==> src/rtl/mc_ctrl.sv <==
// Multi-cycle control FSM: sequences FETCH/DECODE/EXEC/MEM/WB from the decoder
// command code, drives datapath strobes and selects, and counts retired instructions.
module mc_ctrl (
    input  logic        clk,
    input  logic        reset_n,
    input  logic [4:0]  command,
    input  logic        alu_zero,
    input  logic        mem_ready,
    output logic [2:0]  state,
    output logic        ir_we,
    output logic        pc_we,
    output logic [1:0]  pc_src,
    output logic [1:0]  alu_op,
    output logic [1:0]  alu_src_b,
    output logic        reg_we,
    output logic [1:0]  reg_dst,
    output logic [1:0]  wd_sel,
    output logic        mem_re,
    output logic        mem_we,
    output logic        mdr_we,
    output logic        retire,
    output logic [31:0] retired_count
);

    typedef enum logic [2:0] {
        S_IDLE   = 3'd0,
        S_FETCH  = 3'd1,
        S_DECODE = 3'd2,
        S_EXEC   = 3'd3,
        S_MEM    = 3'd4,
        S_WB     = 3'd5
    } state_t;

    localparam logic [4:0] C_NOP = 5'd0;
    localparam logic [4:0] C_ADD = 5'd1;
    localparam logic [4:0] C_SUB = 5'd2;
    localparam logic [4:0] C_ORI = 5'd3;
    localparam logic [4:0] C_LW  = 5'd4;
    localparam logic [4:0] C_SW  = 5'd5;
    localparam logic [4:0] C_BEQ = 5'd6;
    localparam logic [4:0] C_JAL = 5'd7;
    localparam logic [4:0] C_JR  = 5'd8;
    localparam logic [4:0] C_LUI = 5'd9;

    state_t     st;
    logic [4:0] cmd_q;
    logic [4:0] cmd_norm;

    // Undefined decoder codes behave as nop.
    assign cmd_norm = (command >= 5'd10) ? C_NOP : command;
    assign state    = st;

    always_ff @(posedge clk or negedge reset_n) begin
        if (!reset_n) begin
            st            <= S_IDLE;
            cmd_q         <= C_NOP;
            retired_count <= 32'd0;
        end else begin
            if (retire)
                retired_count <= retired_count + 32'd1;
            case (st)
                S_IDLE:   st <= S_FETCH;
                S_FETCH:  st <= S_DECODE;
                S_DECODE: begin
                    cmd_q <= cmd_norm;
                    st    <= (cmd_norm == C_NOP) ? S_FETCH : S_EXEC;
                end
                S_EXEC: begin
                    case (cmd_q)
                        C_LW, C_SW:                   st <= S_MEM;
                        C_ADD, C_SUB, C_ORI, C_LUI:   st <= S_WB;
                        default:                      st <= S_FETCH;
                    endcase
                end
                S_MEM: begin
                    if (mem_ready)
                        st <= (cmd_q == C_LW) ? S_WB : S_FETCH;
                end
                S_WB:     st <= S_FETCH;
                default:  st <= S_IDLE;
            endcase
        end
    end

    always_comb begin
        ir_we     = 1'b0;
        pc_we     = 1'b0;
        pc_src    = 2'd0;
        alu_op    = 2'd0;
        alu_src_b = 2'd0;
        reg_we    = 1'b0;
        reg_dst   = 2'd0;
        wd_sel    = 2'd0;
        mem_re    = 1'b0;
        mem_we    = 1'b0;
        mdr_we    = 1'b0;
        retire    = 1'b0;
        case (st)
            S_FETCH: begin
                ir_we = 1'b1;
                pc_we = 1'b1;
            end
            // nop retires here, before cmd_q has been loaded, so look at the live command.
            S_DECODE: retire = (cmd_norm == C_NOP);
            S_EXEC: begin
                case (cmd_q)
                    C_ADD: alu_op = 2'd0;
                    C_SUB: alu_op = 2'd1;
                    C_ORI: begin
                        alu_op    = 2'd2;
                        alu_src_b = 2'd1;
                    end
                    C_LUI: begin
                        alu_op    = 2'd3;
                        alu_src_b = 2'd1;
                    end
                    C_LW, C_SW: alu_src_b = 2'd2;
                    C_BEQ: begin
                        alu_op = 2'd1;
                        pc_src = 2'd1;
                        pc_we  = alu_zero;
                        retire = 1'b1;
                    end
                    C_JAL: begin
                        pc_src  = 2'd2;
                        pc_we   = 1'b1;
                        reg_we  = 1'b1;
                        reg_dst = 2'd2;
                        wd_sel  = 2'd2;
                        retire  = 1'b1;
                    end
                    C_JR: begin
                        pc_src = 2'd3;
                        pc_we  = 1'b1;
                        retire = 1'b1;
                    end
                    default: ;
                endcase
            end
            S_MEM: begin
                mem_re = (cmd_q == C_LW);
                mem_we = (cmd_q == C_SW);
                mdr_we = mem_ready && (cmd_q == C_LW);
                retire = mem_ready && (cmd_q == C_SW);
            end
            S_WB: begin
                reg_we = 1'b1;
                retire = 1'b1;
                case (cmd_q)
                    C_LW: begin
                        reg_dst = 2'd1;
                        wd_sel  = 2'd1;
                    end
                    C_ORI, C_LUI: reg_dst = 2'd1;
                    default: ;
                endcase
            end
            default: ;
        endcase
    end

endmodule
==> config.mk <==
export PLATFORM = sky130hd
export DESIGN_NAME = mc_ctrl
export DESIGN_NICKNAME = d
export VERILOG_FILES = /design/src/rtl/mc_ctrl.sv
export SDC_FILE = /design/constraint.sdc
export NUM_CORES = 1
export LEC_CHECK = 0
export BUFFER_PORTS_ARGS = -buffer_cell sky130_fd_sc_hd__buf_2
export CORE_ASPECT_RATIO = 0.7
export CORE_MARGIN = 2
export CORE_UTILIZATION = 56
export DETAILED_ROUTE_END_ITERATION = 8
export PLACE_DENSITY = 0.85
export SYNTH_ARGS = -nofsm -noshare
export SYNTH_HDL_FRONTEND = slang
export SYNTH_SLANG_ARGS = --single-unit
==> constraint.sdc <==
create_clock -name clk -period 2.9 [get_ports clk]
set_input_delay 0.145 -clock clk [delete_from_list [all_inputs] [get_ports clk]]
set_output_delay 0.145 -clock clk [all_outputs]
set_load 0.02 [all_outputs]
==> out/qor.csv <==
metric;value;unit
async_reset_ff_frac;1.00;
layout_commonest_cell;buf_2;
path_clk_slew;0.08;ns
p_switching;0.000747;W
most-common-layout-cells;buf_2 (60), dfrtp_1 (40), xnor2_1 (29), nand4_1 (19), and3_1 (14);
period_share;0.909;
coreArea;3600;sq um
synth_nets;222;
clkSinkCount;40;
cts_setup_buffers;0;
htreeDepth;2;
yosysSeqAreaShare;0.465;
synth.area.mux_share;0.00524;
grt_overflow;0;
max_slew_margin;0.440;
cell_internal_pwr;0.00115;W
arrival;2.49;ns
drv_cap;0;
synth_area_per_cell;10.1;sq um
hold_class;input pin to flop;
grt_start_max_net_pins;41;
final_cells;320;
antenna_found_initial;0;
viasPerCell;5.53;
p_total;0.00190;W
worstPathRequired;2.76;ns
hpwl;3.22;mm
hold_viol_final;0;
io-pin-count;61;
critPathMaxFanout;26;
synth_edf_count;0;
synth_compound_area_frac;0.0646;
die-area;4360;sq um
hold_ws;0.0834;ns
area_growth;19.0;%
setup_viol;0;
yosysWarnings;0;
clk_latency;0.29;ns
p_leak;1.27;nW
worst_pin_slew;0.840;ns
avgRoutedWirePerCell;13.9;um
drc;0;
synthesis.area;2150;sq um
dr.pass1.iters;4;
crit_type;flop to primary output;
fmax;379;MHz
placed_area;2440;sq um
rsz0062_at_grt;no;
antenna_left;0;
skew;0.00493;ns
routabilityCongestion;0.967;
vias;1771;
p_per_area;741;nW/um^2
pwr-share-seq;0.410;
ys.flop_type;dfrtp_1;
die_h;55.9;um
regArea;1000;sq um
peakVddDrop;0.543;mV
finalMaxSlewViolations;0;
diodes;0;
syn_inst;212;
ff2ff_setup_slack;0.45;ns
rows;18;
drtIter0Drc;239;
initial_core_util;0.597;
crit_path_end_kind;primary output;
multi_input_area;1060;sq um
clk_path_buf_depth;2;
placed_cells;311;
synth_simple_gate_area_share;0.289;
synth_xor_area_frac;0.130;
synth_cell_types;42;
synthAdderAreaFrac;0.00582;
cts_tree;built;
fin_area;2560;sq um
port_buffers;60;
clock-root-buffer;clkbuf_8;
period_needed;2.64;ns
grt_pass1_wl;7.58;mm
setup_tns;0;ns
ys_ff_latch;40;
cts_buffers;5;
final_nets;279;
status;finished, final reports clean;
wirelength;4.46;mm
grt_pass1_vias;1516;
p_sw_frac;0.394;
combPwrFrac;0.355;
layout-drive-gt1-share;0.307;
hold_buffers;1;
track_usage;0.225;
start_kind;flop;
fill_cells;278;
die_x;78.1;um
synth_top_family_by_area;simple AND/OR/NAND/NOR gates;
clkPwrFrac;0.236;
ctsResizeCount;0;
==> stage by stage <==
| stage | setup WS (ns) | util |
|---|---|---|
| finish | 0.265 | 0.710 |
| global placement | 0.693 | 0.678 |
| floorplan | 0.769 | - |
| global route | 0.0772 | 0.710 |
| CTS | 0.332 | 0.710 |
| detailed placement | 0.542 | 0.678 |
==> registers in the layout, indices dropped and copies added (netlist names) <==
signal,count
state,3
cmd_q,5
retired_count,32
==> worst max-delay path, stage by stage, from the launching register on <==
cell and delay, ns:
dfrtp_1 0.53, nor4b_1 0.70, nand4_1 0.20, nand4_2 0.23, buf_4 0.31, buf_2 0.22
==> synthesized netlist by cell type, types with 2 or more instances <==
cell / instances / area, sq um
nor4b_1: 2 / 17.5
a211oi_1: 2 / 15.0
xor2_1: 3 / 26.3
nor2_1: 12 / 45.0
nor3_1: 4 / 20.0
nand2_1: 11 / 41.3
xnor2_1: 29 / 254
clkbuf_1: 3 / 11.3
nor2b_1: 5 / 31.3
buf_2: 2 / 10.0
o21ai_0: 7 / 35.0
or2_2: 4 / 25.0
buf_4: 2 / 15.0
and3_1: 14 / 87.6
or3_1: 2 / 12.5
nand3_1: 12 / 60.1
dfrtp_1: 40 / 1000
a21oi_1: 2 / 10.0
a31oi_1: 3 / 18.8
and2_1: 3 / 18.8
and4_1: 2 / 17.5
nand4_2: 2 / 25.0
a22o_2: 4 / 40.0
buf_6: 3 / 33.8
nand2b_1: 3 / 18.8
inv_1: 2 / 7.51
nand4_1: 19 / 119
==> cell families after synthesis <==
family                   after synthesis
AO/OA/AOI/OAI                         20
flip-flops                            40
multiplexers                           1
XOR/XNOR                              32
AND/OR/NAND/NOR                      104
adder cells (fa/ha/maj)                1
buffers and inverters                 14
==> worst paths after layout <==
kind | from | to | cells past startpoint
hold / removal | command[0] | cmd_q[0] | 2
hold reg to reg | retired_count[31] | retired_count[31] | 1
max in group asynchronous | reset_n | retired_count[19] | 2
min in group asynchronous | reset_n | retired_count[6] | 2
setup reg to reg | cmd_q[1] | retired_count[1] | 5
setup / recovery | cmd_q[1] | retire | 5
==> power by group through the flow <==
stage / clock [W] / sequential, W / combinational [W]
2_1_floorplan: 0 / 0.000805 / 0.000485
3_3_place_gp: 0 / 0.000781 / 0.000662
3_5_place_dp: 0 / 0.000784 / 0.000674
4_1_cts: 0.000454 / 0.000776 / 0.000674
5_1_grt: 0.000477 / 0.000803 / 0.000744
6_report: 0.000447 / 0.000777 / 0.000672
==> area by class of cell <==
| class | instances | share of cell area |
|---|---|---|
| clock buffers | 6 | 0.0283 |
| multi-input cells | 158 | 0.415 |
| flip-flops and latches | 40 | 0.391 |
| inverters | 2 | 0.00293 |
| well taps | 50 | 0.0244 |
| repair buffers | 62 | 0.124 |
| clock inverters | 2 | 0.0137 |
==> layer usage <==
metal,track usage,part of all wire
met3,0.0536,0.063
met1,0.365,0.51
met4,0.0827,0.013
met2,0.286,0.41
met5,0,0
(Power assumes the default switching activity.)
